--- config.mk ---
export PLATFORM = sky130hd
export DESIGN_NAME = exc_commit_flat
export DESIGN_NICKNAME = d
export VERILOG_FILES = /design/src/rtl/exc_commit_pkg.sv /design/src/rtl/exc_commit_if.sv /design/src/rtl/exc_int_detect.sv /design/src/rtl/exc_commit.sv /design/src/flat_wrapper.sv
export SDC_FILE = /design/constraint.sdc
export NUM_CORES = 1
export LEC_CHECK = 0
export ABC_AREA = 1
export CORE_AREA = 2 2 113 115
export CTS_CLUSTER_DIAMETER = 200
export DETAILED_ROUTE_END_ITERATION = 10
export DIE_AREA = 0 0 115 117
export DONT_BUFFER_PORTS = 1
export PLACE_DENSITY_LB_ADDON = 0.1
export REMOVE_ABC_BUFFERS = 1
export SYNTH_ARGS = -nofsm -noshare
export SYNTH_HDL_FRONTEND = slang
export SYNTH_HIERARCHICAL = 1
export SYNTH_SLANG_ARGS = --single-unit
--- constraint.sdc ---
create_clock -name clk -period 1.4 [get_ports clk]
set_input_delay 0.14 -clock clk [delete_from_list [all_inputs] [get_ports clk]]
set_output_delay 0.14 -clock clk [all_outputs]
set_load 0.1 [all_outputs]
--- src/rtl/exc_commit_pkg.sv ---
// rtl/exc_commit_pkg.sv - CP0 register selects, excodes, Status/Cause bit positions and FSM state type
package exc_commit_pkg;

  // CP0 selects encoded as {rd, sel}
  localparam logic [7:0] CR_COUNT   = {5'd9,  3'd0};
  localparam logic [7:0] CR_COMPARE = {5'd11, 3'd0};
  localparam logic [7:0] CR_STATUS  = {5'd12, 3'd0};
  localparam logic [7:0] CR_CAUSE   = {5'd13, 3'd0};
  localparam logic [7:0] CR_EPC     = {5'd14, 3'd0};

  localparam logic [4:0] EXC_INT  = 5'h00;
  localparam logic [4:0] EXC_ADEL = 5'h04;
  localparam logic [4:0] EXC_ADES = 5'h05;
  localparam logic [4:0] EXC_SYS  = 5'h08;
  localparam logic [4:0] EXC_BP   = 5'h09;
  localparam logic [4:0] EXC_RI   = 5'h0a;
  localparam logic [4:0] EXC_OV   = 5'h0c;

  localparam int STATUS_IE    = 0;
  localparam int STATUS_EXL   = 1;
  localparam int STATUS_IM_LO = 8;
  localparam int STATUS_IM_HI = 15;
  localparam int CAUSE_IP_LO  = 8;
  localparam int CAUSE_IP_HI  = 15;
  localparam int CAUSE_BD     = 31;

  localparam logic [31:0] EXC_VECTOR_DEFAULT = 32'hBFC0_0380;

  typedef enum logic {
    ST_IDLE     = 1'b0,
    ST_REDIRECT = 1'b1
  } state_t;

  function automatic logic int_pending(input logic [31:0] status, input logic [31:0] cause);
    return status[STATUS_IE] & ~status[STATUS_EXL]
         & (|(cause[CAUSE_IP_HI:CAUSE_IP_LO] & status[STATUS_IM_HI:STATUS_IM_LO]));
  endfunction

endpackage

--- src/rtl/exc_commit_if.sv ---
// rtl/exc_commit_if.sv - WB-stage, CP0 strobe and fetch-redirect signal bundle for exc_commit
interface exc_commit_if;
  logic        ws_valid;
  logic [31:0] ws_pc;
  logic        ws_bd;
  logic        ws_ex;
  logic [4:0]  ws_excode;
  logic        ws_eret;
  logic        ws_mtc0;
  logic [7:0]  ws_c0_addr;
  logic [31:0] ws_c0_wdata;
  logic [31:0] c0_status;
  logic [31:0] c0_cause;
  logic [31:0] c0_epc;
  logic        wb_ex;
  logic [4:0]  wb_excode;
  logic [31:0] wb_pc;
  logic        wb_bd;
  logic        eret_flush;
  logic        mtc0_we;
  logic [7:0]  c0_addr;
  logic [31:0] c0_wdata;
  logic        pipe_flush;
  logic        redirect_valid;
  logic [31:0] redirect_pc;
  logic        redirect_ready;

  modport master (
    output ws_valid, ws_pc, ws_bd, ws_ex, ws_excode, ws_eret, ws_mtc0,
           ws_c0_addr, ws_c0_wdata, c0_status, c0_cause, c0_epc, redirect_ready,
    input  wb_ex, wb_excode, wb_pc, wb_bd, eret_flush, mtc0_we, c0_addr, c0_wdata,
           pipe_flush, redirect_valid, redirect_pc
  );

  modport slave (
    input  ws_valid, ws_pc, ws_bd, ws_ex, ws_excode, ws_eret, ws_mtc0,
           ws_c0_addr, ws_c0_wdata, c0_status, c0_cause, c0_epc, redirect_ready,
    output wb_ex, wb_excode, wb_pc, wb_bd, eret_flush, mtc0_we, c0_addr, c0_wdata,
           pipe_flush, redirect_valid, redirect_pc
  );
endinterface

--- src/rtl/exc_int_detect.sv ---
// rtl/exc_int_detect.sv - registered interrupt request from Status.IE/EXL/IM and Cause.IP
module exc_int_detect
  import exc_commit_pkg::*;
(
  input  logic        clk,
  input  logic        reset,
  input  logic [31:0] c0_status,
  input  logic [31:0] c0_cause,
  output logic        int_req_r
);

  always_ff @(posedge clk) begin
    if (reset) int_req_r <= 1'b0;
    else       int_req_r <= int_pending(c0_status, c0_cause);
  end

endmodule

--- src/rtl/exc_commit.sv ---
// rtl/exc_commit.sv - WB exception/ERET/MTC0 commit and fetch redirect; EXC_INT_EN enables interrupts
module exc_commit
  import exc_commit_pkg::*;
#(
  parameter logic [31:0] EXC_VECTOR = EXC_VECTOR_DEFAULT
) (
  input logic         clk,
  input logic         reset,
  exc_commit_if.slave bus
);

  state_t      state_q, state_d;
  logic [31:0] redirect_pc_q, redirect_pc_d;
  logic        int_req_r;
  logic        commit_ok, int_take, wb_ex, eret_flush;

`ifdef EXC_INT_EN
  exc_int_detect u_int_detect (
    .clk       (clk),
    .reset     (reset),
    .c0_status (bus.c0_status),
    .c0_cause  (bus.c0_cause),
    .int_req_r (int_req_r)
  );
`else
  logic unused_c0;
  assign int_req_r = 1'b0;
  assign unused_c0 = ^{bus.c0_status, bus.c0_cause};
`endif

  // WB inputs are ignored entirely while a redirect is outstanding
  assign commit_ok  = bus.ws_valid & (state_q == ST_IDLE);
  assign int_take   = commit_ok & int_req_r;
  assign wb_ex      = commit_ok & (bus.ws_ex | int_take);
  assign eret_flush = commit_ok & bus.ws_eret & ~wb_ex;

  assign bus.wb_ex          = wb_ex;
  assign bus.wb_excode      = int_take ? EXC_INT : bus.ws_excode;
  assign bus.wb_pc          = bus.ws_pc;
  assign bus.wb_bd          = bus.ws_bd;
  assign bus.eret_flush     = eret_flush;
  assign bus.mtc0_we        = commit_ok & bus.ws_mtc0 & ~wb_ex;
  assign bus.c0_addr        = bus.ws_c0_addr;
  assign bus.c0_wdata       = bus.ws_c0_wdata;
  assign bus.pipe_flush     = wb_ex | eret_flush | (state_q == ST_REDIRECT);
  assign bus.redirect_valid = (state_q == ST_REDIRECT);
  assign bus.redirect_pc    = redirect_pc_q;

  always_ff @(posedge clk) begin
    if (reset) begin
      state_q       <= ST_IDLE;
      redirect_pc_q <= 32'h0;
    end else begin
      state_q       <= state_d;
      redirect_pc_q <= redirect_pc_d;
    end
  end

  always_comb begin
    state_d       = state_q;
    redirect_pc_d = redirect_pc_q;
    case (state_q)
      ST_IDLE: begin
        if (wb_ex) begin
          state_d       = ST_REDIRECT;
          redirect_pc_d = EXC_VECTOR;
        end else if (eret_flush) begin
          state_d       = ST_REDIRECT;
          redirect_pc_d = bus.c0_epc;
        end
      end
      ST_REDIRECT: begin
        if (bus.redirect_ready) state_d = ST_IDLE;
      end
    endcase
  end

endmodule

--- src/flat_wrapper.sv ---
// flat-port wrapper written by rule: the top's interface ports become plain ports
module exc_commit_flat import exc_commit_pkg::*;
#(
  parameter logic [31:0] EXC_VECTOR = EXC_VECTOR_DEFAULT
)
  (clk, reset, bus_ws_valid, bus_ws_pc, bus_ws_bd, bus_ws_ex, bus_ws_excode, bus_ws_eret, bus_ws_mtc0, bus_ws_c0_addr, bus_ws_c0_wdata, bus_c0_status, bus_c0_cause, bus_c0_epc, bus_redirect_ready, bus_wb_ex, bus_wb_excode, bus_wb_pc, bus_wb_bd, bus_eret_flush, bus_mtc0_we, bus_c0_addr, bus_c0_wdata, bus_pipe_flush, bus_redirect_valid, bus_redirect_pc);
  exc_commit_if bus_i ();
  input logic clk;
  input logic reset;
  input wire logic [$bits(bus_i.ws_valid)-1:0] bus_ws_valid;
  input wire logic [$bits(bus_i.ws_pc)-1:0] bus_ws_pc;
  input wire logic [$bits(bus_i.ws_bd)-1:0] bus_ws_bd;
  input wire logic [$bits(bus_i.ws_ex)-1:0] bus_ws_ex;
  input wire logic [$bits(bus_i.ws_excode)-1:0] bus_ws_excode;
  input wire logic [$bits(bus_i.ws_eret)-1:0] bus_ws_eret;
  input wire logic [$bits(bus_i.ws_mtc0)-1:0] bus_ws_mtc0;
  input wire logic [$bits(bus_i.ws_c0_addr)-1:0] bus_ws_c0_addr;
  input wire logic [$bits(bus_i.ws_c0_wdata)-1:0] bus_ws_c0_wdata;
  input wire logic [$bits(bus_i.c0_status)-1:0] bus_c0_status;
  input wire logic [$bits(bus_i.c0_cause)-1:0] bus_c0_cause;
  input wire logic [$bits(bus_i.c0_epc)-1:0] bus_c0_epc;
  input wire logic [$bits(bus_i.redirect_ready)-1:0] bus_redirect_ready;
  output wire logic [$bits(bus_i.wb_ex)-1:0] bus_wb_ex;
  output wire logic [$bits(bus_i.wb_excode)-1:0] bus_wb_excode;
  output wire logic [$bits(bus_i.wb_pc)-1:0] bus_wb_pc;
  output wire logic [$bits(bus_i.wb_bd)-1:0] bus_wb_bd;
  output wire logic [$bits(bus_i.eret_flush)-1:0] bus_eret_flush;
  output wire logic [$bits(bus_i.mtc0_we)-1:0] bus_mtc0_we;
  output wire logic [$bits(bus_i.c0_addr)-1:0] bus_c0_addr;
  output wire logic [$bits(bus_i.c0_wdata)-1:0] bus_c0_wdata;
  output wire logic [$bits(bus_i.pipe_flush)-1:0] bus_pipe_flush;
  output wire logic [$bits(bus_i.redirect_valid)-1:0] bus_redirect_valid;
  output wire logic [$bits(bus_i.redirect_pc)-1:0] bus_redirect_pc;
  assign bus_i.ws_valid = bus_ws_valid;
  assign bus_i.ws_pc = bus_ws_pc;
  assign bus_i.ws_bd = bus_ws_bd;
  assign bus_i.ws_ex = bus_ws_ex;
  assign bus_i.ws_excode = bus_ws_excode;
  assign bus_i.ws_eret = bus_ws_eret;
  assign bus_i.ws_mtc0 = bus_ws_mtc0;
  assign bus_i.ws_c0_addr = bus_ws_c0_addr;
  assign bus_i.ws_c0_wdata = bus_ws_c0_wdata;
  assign bus_i.c0_status = bus_c0_status;
  assign bus_i.c0_cause = bus_c0_cause;
  assign bus_i.c0_epc = bus_c0_epc;
  assign bus_i.redirect_ready = bus_redirect_ready;
  assign bus_wb_ex = bus_i.wb_ex;
  assign bus_wb_excode = bus_i.wb_excode;
  assign bus_wb_pc = bus_i.wb_pc;
  assign bus_wb_bd = bus_i.wb_bd;
  assign bus_eret_flush = bus_i.eret_flush;
  assign bus_mtc0_we = bus_i.mtc0_we;
  assign bus_c0_addr = bus_i.c0_addr;
  assign bus_c0_wdata = bus_i.c0_wdata;
  assign bus_pipe_flush = bus_i.pipe_flush;
  assign bus_redirect_valid = bus_i.redirect_valid;
  assign bus_redirect_pc = bus_i.redirect_pc;
  exc_commit #(.EXC_VECTOR(EXC_VECTOR)) u_core (.clk(clk), .reset(reset), .bus(bus_i));
endmodule
==> run_results.csv <==
group,metric,value,unit
outcome,outcome,"complete, no violations",
synth,synthMuxAreaShare,0,%
synth,synth_compound_area_share,5.16,%
setup_path,cp.arrival,1.21,ns
cells_and_area,drive_above_1_share,32.7,%
timing,rsz0062_at_grt,"true",
routing,drtIter0Drc,73,
routing,vias,1577,
routing,wirelength,14400,um
cts,cts_root_buf,"clkbuf_16",
synth,synth-seq-cells,33,
timing,slew_headroom,36.5,%
synth,synth_top_family_by_area,"buffers and inverters",
cells_and_area,fillCellCount,1397,
die,start_util,16.5,%
setup_path,worstPathRequired,1.26,ns
synth,synth_area,2040,um^2
setup_path,cp-start-kind,"register",
timing,maxSlewViolCount,0,
synth,synth_ff_type,"dfxtp_1",
cts,cts_tree,"done",
synth,ys_async_sr_fraction,0,%
routing,drc,0,
cts,clock_path_buffers,2,
grt,grt_pass1_vias,1618,
synth,synth_edf_count,0,
power_and_ir_drop,powerDensity,1350,nW/um^2
timing,worstMarginPinSlew,0.950,ns
routing,drtPass1Iterations,4,
timing,fin_skew,0.00664,ns
cts,cts_buffers,5,
grt,antenna_found_initial,0,
placed_design,gp_congestion,1.06,
timing,min_period,1.35,ns
timing,finalCritPeriodShare,96.4,%
placed_design,dp_slack,0.0953,ns
routing,top_layer,"met5",
cells_and_area,final_nets,407,
die,rows,41,
timing,hold_viol_final,0,
grt,grt_pass1_wl,17300,um
flow_run,maxCapViolations,0,
cells_and_area,register_area,664,um^2
timing,setup-tns-final,0,ns
setup_path,endpoint_kind,"primary output",
routing,wire_per_inst,38.2,um
power_and_ir_drop,p_leak,0.903,nW
synth,netlist-cell-type-count,18,
timing,fmax,741,MHz
power_and_ir_drop,irDropWorstVdd,0.284,mV
min_path,hold_path_class,"in2reg",
grt,gr-total-overflow,0,
synth,synth.most_common_cell,"buf_4",
setup_path,worst-path-max-fanout,4,
routing,via_per_inst,4.19,
cts,clock_latency,0.28,ns
cells_and_area,multi_input_area,653,um^2
power_and_ir_drop,total_power,2.97,mW
timing,layout_setup_ws,0.0502,ns
synth,syn_inst,254,
synth,synth_top_area_share,32.5,%
synth,synth_area_leaders,"dfxtp_1, buf_4, nand4_1, nand3_1, a21oi_1",
setup_path,worstRegToRegCells,6,
synth,seq_area_frac_synth,32.5,%
die,die_w,115,um
cells_and_area,antenna_cells,0,
placed_design,portBuffers,0,
synth,yosys_warnings,6,
synth,synth_common_cells,"buf_4, dfxtp_1, nand3_1",
synth,yosysTopAreaCell,"dfxtp_1",
cells_and_area,synthToLayoutAreaGrowth,8.05,%
cts,htreeDepth,2,
grt,grt_max_degree,23,
die,core-area,12300,um^2
die,ios,296,
min_path,min_path_cells,2,
synth,avgSynthCellArea,8.01,um^2
routing,met1Wirelength,2880,um
synth,synthSimpleGateAreaFrac,26.8,%
routing,wl_met3,3040,um
placed_design,hpwl,12400,um
routing,wl_met2,7120,um
grt,grt_util_all_layers,20.5,%
die,die_h,117,um
cts,cts.sinks,33,
setup_path,crit_type,"reg2out",
die,die-area,13500,um^2
timing,setup_viol,0,
routing,drtAntennaViolNets,0,
cts,clkTransAtPathRegs,0.06,ns
synth,synth_adder_area_share,0,%
synth,synth_xor_area_share,0,%
==> kinds of logic (layout without fill, tap and decap cells) <==
group / count (synthesis) / in the layout
buffers and inverters: 103 / 75
AO/OA/AOI/OAI: 21 / 21
AND/OR/NAND/NOR: 97 / 97
flip-flops: 33 / 33
==> flip-flops by register name, indices dropped and copies added, names as in the netlist <==
register,count
u_core/bus.redirect_valid,1
u_core/bus.redirect_pc,32
==> area by class of cell <==
class,instances,area share [%]
Clock buffer,7,6.48
Multi-Input combinational cell,118,29.7
Tap cell,150,8.53
Inverter,9,1.76
Sequential cell,33,30.2
Timing Repair Buffer,59,23.3
==> critical path, stage by stage, from the launching register on <==
cell     delay [ns]
dfxtp_4        0.39
inv_6          0.05
nand3_4        0.08
inv_1          0.08
nor2_2         0.13
buf_12         0.19
==> worst paths after layout <==
check	from	end	slack [ns]
setup / recovery	u_core/bus.redirect_valid	bus_mtc0_we	0.05
hold / removal	bus_c0_epc[25]	u_core/bus.redirect_pc[25]	0.01
setup reg to reg	u_core/bus.redirect_valid	u_core/bus.redirect_pc[18]	0.18
hold reg to reg	u_core/bus.redirect_pc[1]	u_core/bus.redirect_pc[1]	0.48
==> report_power, final <==
| part | total, mW | switching [mW] | internal [mW] |
|---|---|---|---|
| Sequential | 1.02 | 0.0305 | 0.992 |
| Clock | 1.12 | 0.423 | 0.699 |
| Combinational | 0.825 | 0.625 | 0.200 |
| Total | 2.97 | 1.08 | 1.89 |
==> cells in the final DEF (no fill, tap or decap), types with 10 or more instances in the layout <==
master and count:
buf_4 44, dfxtp_1 32, nand3_1 22, nand4_1 21, a21oi_1 20, nand2_1 15
nor2_1 14, nand3b_1 11, nor2_2 10, dlygate4sd3_1 10
==> per-stage QoR <==
stage	cells	hold WS (ns)	util, %	instance area (um^2)
2_1_floorplan	160	0.209	-	1350
3_3_place_gp	356	0.214	15.6	1920
3_5_place_dp	356	0.216	15.6	1920
4_1_cts	376	0.000527	17.8	2190
5_1_grt	376	0.0208	17.9	2200
6_report	376	0.0149	17.9	2200
==> timing repair <==
action	CTS	global route
hold buffers	10	0
hold endpoints to repair	29	0
resized for setup	3	4
setup buffers	3	0
pin swaps	1	1
setup endpoints to repair	4	3
==> per-layer routing <==
| layer | global-route usage [%] | vias up |
|---|---|---|
| met5 | 2.59 | - |
| met4 | 16.2 | 2 |
| met3 | 19.4 | 38 |
| met2 | 36.6 | 175 |
| met1 | 11.6 | 652 |
| li1 | - | 710 |
Power figures use the tool's default switching activity.
